`config.mk`:
```
export PLATFORM = sky130hd
export DESIGN_NAME = vrc_cfg_loader
export DESIGN_NICKNAME = d
export VERILOG_FILES = /design/src/rtl/vrc_cfg_pkg.sv /design/src/rtl/vrc_cfg_tmr_reg.sv /design/src/rtl/vrc_cfg_loader.sv
export SDC_FILE = /design/constraint.sdc
export NUM_CORES = 1
export LEC_CHECK = 0
export CELL_PAD_IN_SITES_DETAIL_PLACEMENT = 2
export CELL_PAD_IN_SITES_GLOBAL_PLACEMENT = 2
export CORE_MARGIN = 1.5
export CORE_UTILIZATION = 40
export DETAILED_ROUTE_END_ITERATION = 6
export GPL_ROUTABILITY_DRIVEN = 0
export GPL_TIMING_DRIVEN = 0
export PLACE_DENSITY = 0.77
export SYNTH_ARGS = -nofsm -noshare
export SYNTH_HDL_FRONTEND = slang
export SYNTH_SLANG_ARGS = --single-unit
export TNS_END_PERCENT = 20
```
`constraint.sdc`:
```
create_clock -name clk -period 2.55 [get_ports clk]
set_clock_uncertainty 0.2 [all_clocks]
set_input_delay 0.765 -clock clk [delete_from_list [all_inputs] [get_ports clk]]
set_output_delay 0.765 -clock clk [all_outputs]
set_load 0.02 [all_outputs]
```
`src/rtl/vrc_cfg_pkg.sv`:
```
// Shared types and constants for the VRC configuration loader: widths,
// CRC-8 polynomial, FSM state encoding and the bit-serial CRC step.
package vrc_cfg_pkg;

  localparam int CFG_W = 86;
  localparam int CRC_W = 8;
  localparam int CNT_W = $clog2(CFG_W);
  localparam logic [CRC_W-1:0] CRC_POLY = 8'h07;

  typedef enum logic [1:0] {
    IDLE,
    LOAD,
    CRC,
    COMMIT
  } state_t;

  // One MSB-first CRC step: init 0, no reflection, no final XOR
  function automatic logic [CRC_W-1:0] crc8_next(input logic [CRC_W-1:0] crc,
                                                 input logic din);
    logic fb;
    fb = crc[CRC_W-1] ^ din;
    return {crc[CRC_W-2:0], 1'b0} ^ (fb ? CRC_POLY : '0);
  endfunction

endpackage

```
`src/rtl/vrc_cfg_tmr_reg.sv`:
```
// Triple-redundant word register with majority vote and per-cycle scrubbing.
// Used by vrc_cfg_loader only when VRC_CFG_TMR_EN is defined.
module vrc_cfg_tmr_reg
  import vrc_cfg_pkg::*;
#(
  parameter int         W       = CFG_W,
  parameter logic [W:1] RST_VAL = '0
) (
  input  logic       clk,
  input  logic       rst_n,
  input  logic       wr_en,
  input  logic [W:1] wr_data,
  output logic [W:1] q,
  output logic       fault
);

  logic [W:1] copies [3];
  logic [W:1] vote;
  logic       mismatch;
  logic       fault_q;

  assign vote = (copies[0] & copies[1]) | (copies[0] & copies[2]) | (copies[1] & copies[2]);
  assign mismatch = (copies[0] != vote) | (copies[1] != vote) | (copies[2] != vote);

  // Writing the vote back every cycle repairs any single upset copy
  genvar gi;
  generate
    for (gi = 0; gi < 3; gi++) begin : g_copy
      logic [W:1] copy_q;
      always_ff @(posedge clk or negedge rst_n) begin
        if (!rst_n) copy_q <= RST_VAL;
        else        copy_q <= wr_en ? wr_data : vote;
      end
      assign copies[gi] = copy_q;
    end
  endgenerate

  always_ff @(posedge clk or negedge rst_n) begin
    if (!rst_n) fault_q <= 1'b0;
    else        fault_q <= mismatch & ~wr_en;
  end

  assign q     = vote;
  assign fault = fault_q;

endmodule

```
`src/rtl/vrc_cfg_loader.sv`:
```
// Serial CRC-protected configuration loader driving the VRC Sel word.
// Optional triple-redundant Sel storage when VRC_CFG_TMR_EN is defined.
module vrc_cfg_loader
  import vrc_cfg_pkg::*;
#(
  parameter logic [CFG_W:1] SEL_RST = '0
) (
  input  logic           clk,
  input  logic           rst_n,
  input  logic           cfg_start,
  input  logic           cfg_valid,
  input  logic           cfg_bit,
  output logic           cfg_ready,
  output logic           busy,
  output logic           cfg_done,
  output logic           cfg_err,
  output logic           sel_fault,
  output logic [CFG_W:1] Sel
);

  localparam logic [CNT_W-1:0] LAST_CFG = CNT_W'(CFG_W - 1);
  localparam logic [CNT_W-1:0] LAST_CRC = CNT_W'(CRC_W - 1);

  state_t           state_q;
  logic [CFG_W:1]   shadow_q;
  logic [CRC_W-1:0] crc_q;
  logic [CRC_W-1:0] rx_crc_q;
  logic [CNT_W-1:0] count_q;
  logic             ready_q;
  logic             busy_q;
  logic             done_q;
  logic             err_q;
  logic             accept;
  logic             commit_en;

  assign accept    = cfg_valid & ready_q;
  assign commit_en = (state_q == COMMIT) && (rx_crc_q == crc_q);

  always_ff @(posedge clk or negedge rst_n) begin
    if (!rst_n) begin
      state_q  <= IDLE;
      shadow_q <= '0;
      crc_q    <= '0;
      rx_crc_q <= '0;
      count_q  <= '0;
      ready_q  <= 1'b0;
      busy_q   <= 1'b0;
      done_q   <= 1'b0;
      err_q    <= 1'b0;
    end else begin
      done_q <= 1'b0;
      err_q  <= 1'b0;
      case (state_q)
        IDLE: begin
          if (cfg_start) begin
            state_q <= LOAD;
            count_q <= '0;
            crc_q   <= '0;
            ready_q <= 1'b1;
            busy_q  <= 1'b1;
          end
        end
        LOAD, CRC: begin
          // A start strobe mid-frame discards the partial frame; it wins over a coincident bit
          if (cfg_start) begin
            state_q <= LOAD;
            count_q <= '0;
            crc_q   <= '0;
          end else if (accept) begin
            if (state_q == LOAD) begin
              shadow_q <= {shadow_q[CFG_W-1:1], cfg_bit};
              crc_q    <= crc8_next(crc_q, cfg_bit);
              if (count_q == LAST_CFG) begin
                state_q <= CRC;
                count_q <= '0;
              end else begin
                count_q <= count_q + 1'b1;
              end
            end else begin
              rx_crc_q <= {rx_crc_q[CRC_W-2:0], cfg_bit};
              if (count_q == LAST_CRC) begin
                state_q <= COMMIT;
                count_q <= '0;
                ready_q <= 1'b0;
              end else begin
                count_q <= count_q + 1'b1;
              end
            end
          end
        end
        COMMIT: begin
          state_q <= IDLE;
          busy_q  <= 1'b0;
          done_q  <= commit_en;
          err_q   <= ~commit_en;
        end
        default: begin
          state_q <= IDLE;
          ready_q <= 1'b0;
          busy_q  <= 1'b0;
        end
      endcase
    end
  end

`ifdef VRC_CFG_TMR_EN
  vrc_cfg_tmr_reg #(
    .W       (CFG_W),
    .RST_VAL (SEL_RST)
  ) u_tmr (
    .clk     (clk),
    .rst_n   (rst_n),
    .wr_en   (commit_en),
    .wr_data (shadow_q),
    .q       (Sel),
    .fault   (sel_fault)
  );
`else
  logic [CFG_W:1] sel_q;

  always_ff @(posedge clk or negedge rst_n) begin
    if (!rst_n)         sel_q <= SEL_RST;
    else if (commit_en) sel_q <= shadow_q;
  end

  assign Sel       = sel_q;
  assign sel_fault = 1'b0;
`endif

  assign cfg_ready = ready_q;
  assign busy      = busy_q;
  assign cfg_done  = done_q;
  assign cfg_err   = err_q;

endmodule

```
==> results.tsv <==
metric	value	unit
cts-htree-levels	1	
ys_seq_area_share	63.13	%
end_kind	primary output	
final_util	51.40	%
placed_area	9273	um^2
dieHeight	144.1	um
crit_required	1.59	ns
setup_viol	0	
synth_ff_type	dfrtp_1	
dp_worst_setup_slack	-0.4064	ns
root_buffer	clkbuf_16	
n_antenna_cell	0	
core_area	19530	um^2
cts_made_buffers	23	
clockBufferDepth	3	
port_buffers	94	
maxCapViolations	0	
synth_edf_count	0	
fin_cells	904	
syn_nets	513	
chipWidth	144.1	um
power_density	796.1	nW/um^2
hold_viol	0	
grt_pass1_wl	29290	um
clkPwrFrac	40.7	%
area_growth	25.97	%
critPathMaxFanout	2	
clock.fmax	401.5	MHz
totalWireLength	18070	um
fin_total_pwr	7.990	mW
num_rows	51	
syn_area	7968	um^2
path_buf_inv	1	
tightest_slew	0.7843	ns
leakage	4.979	nW
firstDrtPassIters	5	
grt_pass1_vias	5271	
p_int	5.869	mW
sw_frac_of_total	26.54	%
grt_max_degree	104	
routedWlPerCell	19.99	um
cp_cell_sequence	clkdlybuf4s50_1	
start_kind	flop	
post_cts_buffers	0	
period_share	97.66	%
maxSlewHeadroom	47.71	%
synth_seq_cells	201	
placedCellCount	863	
cpLargestDelayFamily	buffers and inverters	
crit_type	flop to primary output	
clk_latency	0.50	ns
vdd.ir_drop.worst	0.5627	mV
final_max_slew_viol_count	0	
drc	0	
ys_warn_count	0	
avgSynthCellArea	15.84	um^2
rsz0062_at_grt	false	
critPathArrivalTime	1.53	ns
seq_power_share	43.9	%
initial_core_util	40.80	%
synthArstFlopShare	100.0	%
worstHoldPathType	primary input to async pin	
cts_tree	done	
cts_sinks	201	
drt-initial-drc-count	126	
min_period	2.490	ns
antenna_found_initial	0	
fin_nets	633	
postSynthCellCount	503	
cp_slowest_cell	clkdlybuf4s50_1	
drive_above_1_share	38.03	%
via_per_inst	4.969	
dpl.hpwl	11830	um
power_switching	2.121	mW
critical_path.max_stage_delay	0.67	ns
io_pins	96	
track_usage	18.27	%
hold_slack	0.1323	ns
overflow	0	
status	completed	
fin_area	10040	um^2
ys_types	33	
vias	4492	
combPwrFrac	15.3	%
path_clk_slew	0.06	ns
fp.dieArea	20770	um^2
ant_nets	0	
tns	0	ns
setup_ws	0.05955	ns
per-layer routing:
layer,part of all wire [%],global-route usage [%],vias to the layer above
li1,-,-,2013
met5,0,0,-
met3,3.5,3.079,22
met4,1.4,4.572,0
met2,54,33.97,83
met1,41,21.85,2374
flip-flops by register name, summed over array words and instances, names as in the netlist:
name and count:
cfg_err 1, shadow_q 86, Sel 86, state_q 2
busy 1, cfg_done 1, crc_q 8, cfg_ready 1
rx_crc_q 8, count_q 7
cell type report:
type	instances	area, um^2
Multi-Input combinational cell	273	2778
Fill cell	1839	9489
Buffer	24	157.7
Timing Repair Buffer	95	973.4
Clock inverter	9	98.84
Tap cell	265	331.6
Sequential cell	201	5030
Inverter	5	18.77
Clock buffer	32	649.4
cells in the final DEF (no fill, tap or decap), types with 3 or more instances in the layout:
cell and n:
mux2_2 140, buf_2 11, ha_1 4, buf_4 4, mux2_4 40, o21ai_0 11, clkdlybuf4s50_1 93, clkinv_2 6
clkbuf_1 8, nand2_1 18, nor2_1 6, inv_1 4, xnor2_1 13, clkbuf_8 4, clkbuf_16 23, dfrtp_1 201
nor3_1 5, nand3_1 4, nand4_1 3, buf_6 5, a22o_1 7
synthesized netlist by cell type (5+ instances only):
cell type	count	share of area, %
nand2_1	18	0.85
nor2_1	6	0.28
buf_6	5	0.71
xnor2_1	13	1.4
mux2_4	40	7.5
mux2_2	140	20
o21ai_0	11	0.69
dfrtp_1	201	63
nor3_1	5	0.31
buf_2	11	0.69
ha_1	5	0.79
a22o_1	7	0.77
cell families after synthesis:
group / count (synthesis) / share of synthesized area, %
adders and majority gates: 5 / 0.7852
other: 1 / 0.04707
and+or+nand+nor: 44 / 2.607
muxes: 180 / 27.32
DFF: 201 / 63.13
buffers and inverters: 29 / 2.198
xor gates and xnor gates: 13 / 1.429
AOI/OAI and AO/OA: 30 / 2.481
power groups by stage:
stage / logic [mW] / registers (mW) / clock network (mW)
2_1_floorplan: 0.769 / 3.58 / 0
3_3_place_gp: 1.14 / 3.55 / 0
3_5_place_dp: 1.22 / 3.57 / 0
4_1_cts: 1.24 / 3.51 / 3.35
5_1_grt: 1.35 / 3.53 / 3.47
6_report: 1.23 / 3.51 / 3.25
final timing paths:
| kind | to | slack (ns) | from | cells past startpoint |
|---|---|---|---|---|
| worst min register to register | Sel[33]$_DFFE_PN0P_ | 0.30 | Sel[33]$_DFFE_PN0P_ | 1 |
| worst max register to register | shadow_q[83]$_DFFE_PN0P_ | 0.11 | state_q[1]$_DFFE_PN0P_ | 8 |
| max in group asynchronous | shadow_q[30]$_DFFE_PN0P_ | 1.05 | rst_n | 2 |
| worst max-delay path | Sel[86] | 0.06 | Sel[86]$_DFFE_PN0P_ | 1 |
| worst min-delay path | Sel[70]$_DFFE_PN0P_ | 0.13 | rst_n | 1 |
| min in group clk | Sel[33]$_DFFE_PN0P_ | 0.30 | Sel[33]$_DFFE_PN0P_ | 1 |
repair_timing:
| action | CTS | global route |
|---|---|---|
| gates resized for setup | 2 | 3 |
| hold buffers | 0 | 0 |
| endpoints found under the setup margin | 4 | 48 |
| gates cloned | 0 | 0 |
Power figures use the tool's default switching activity.
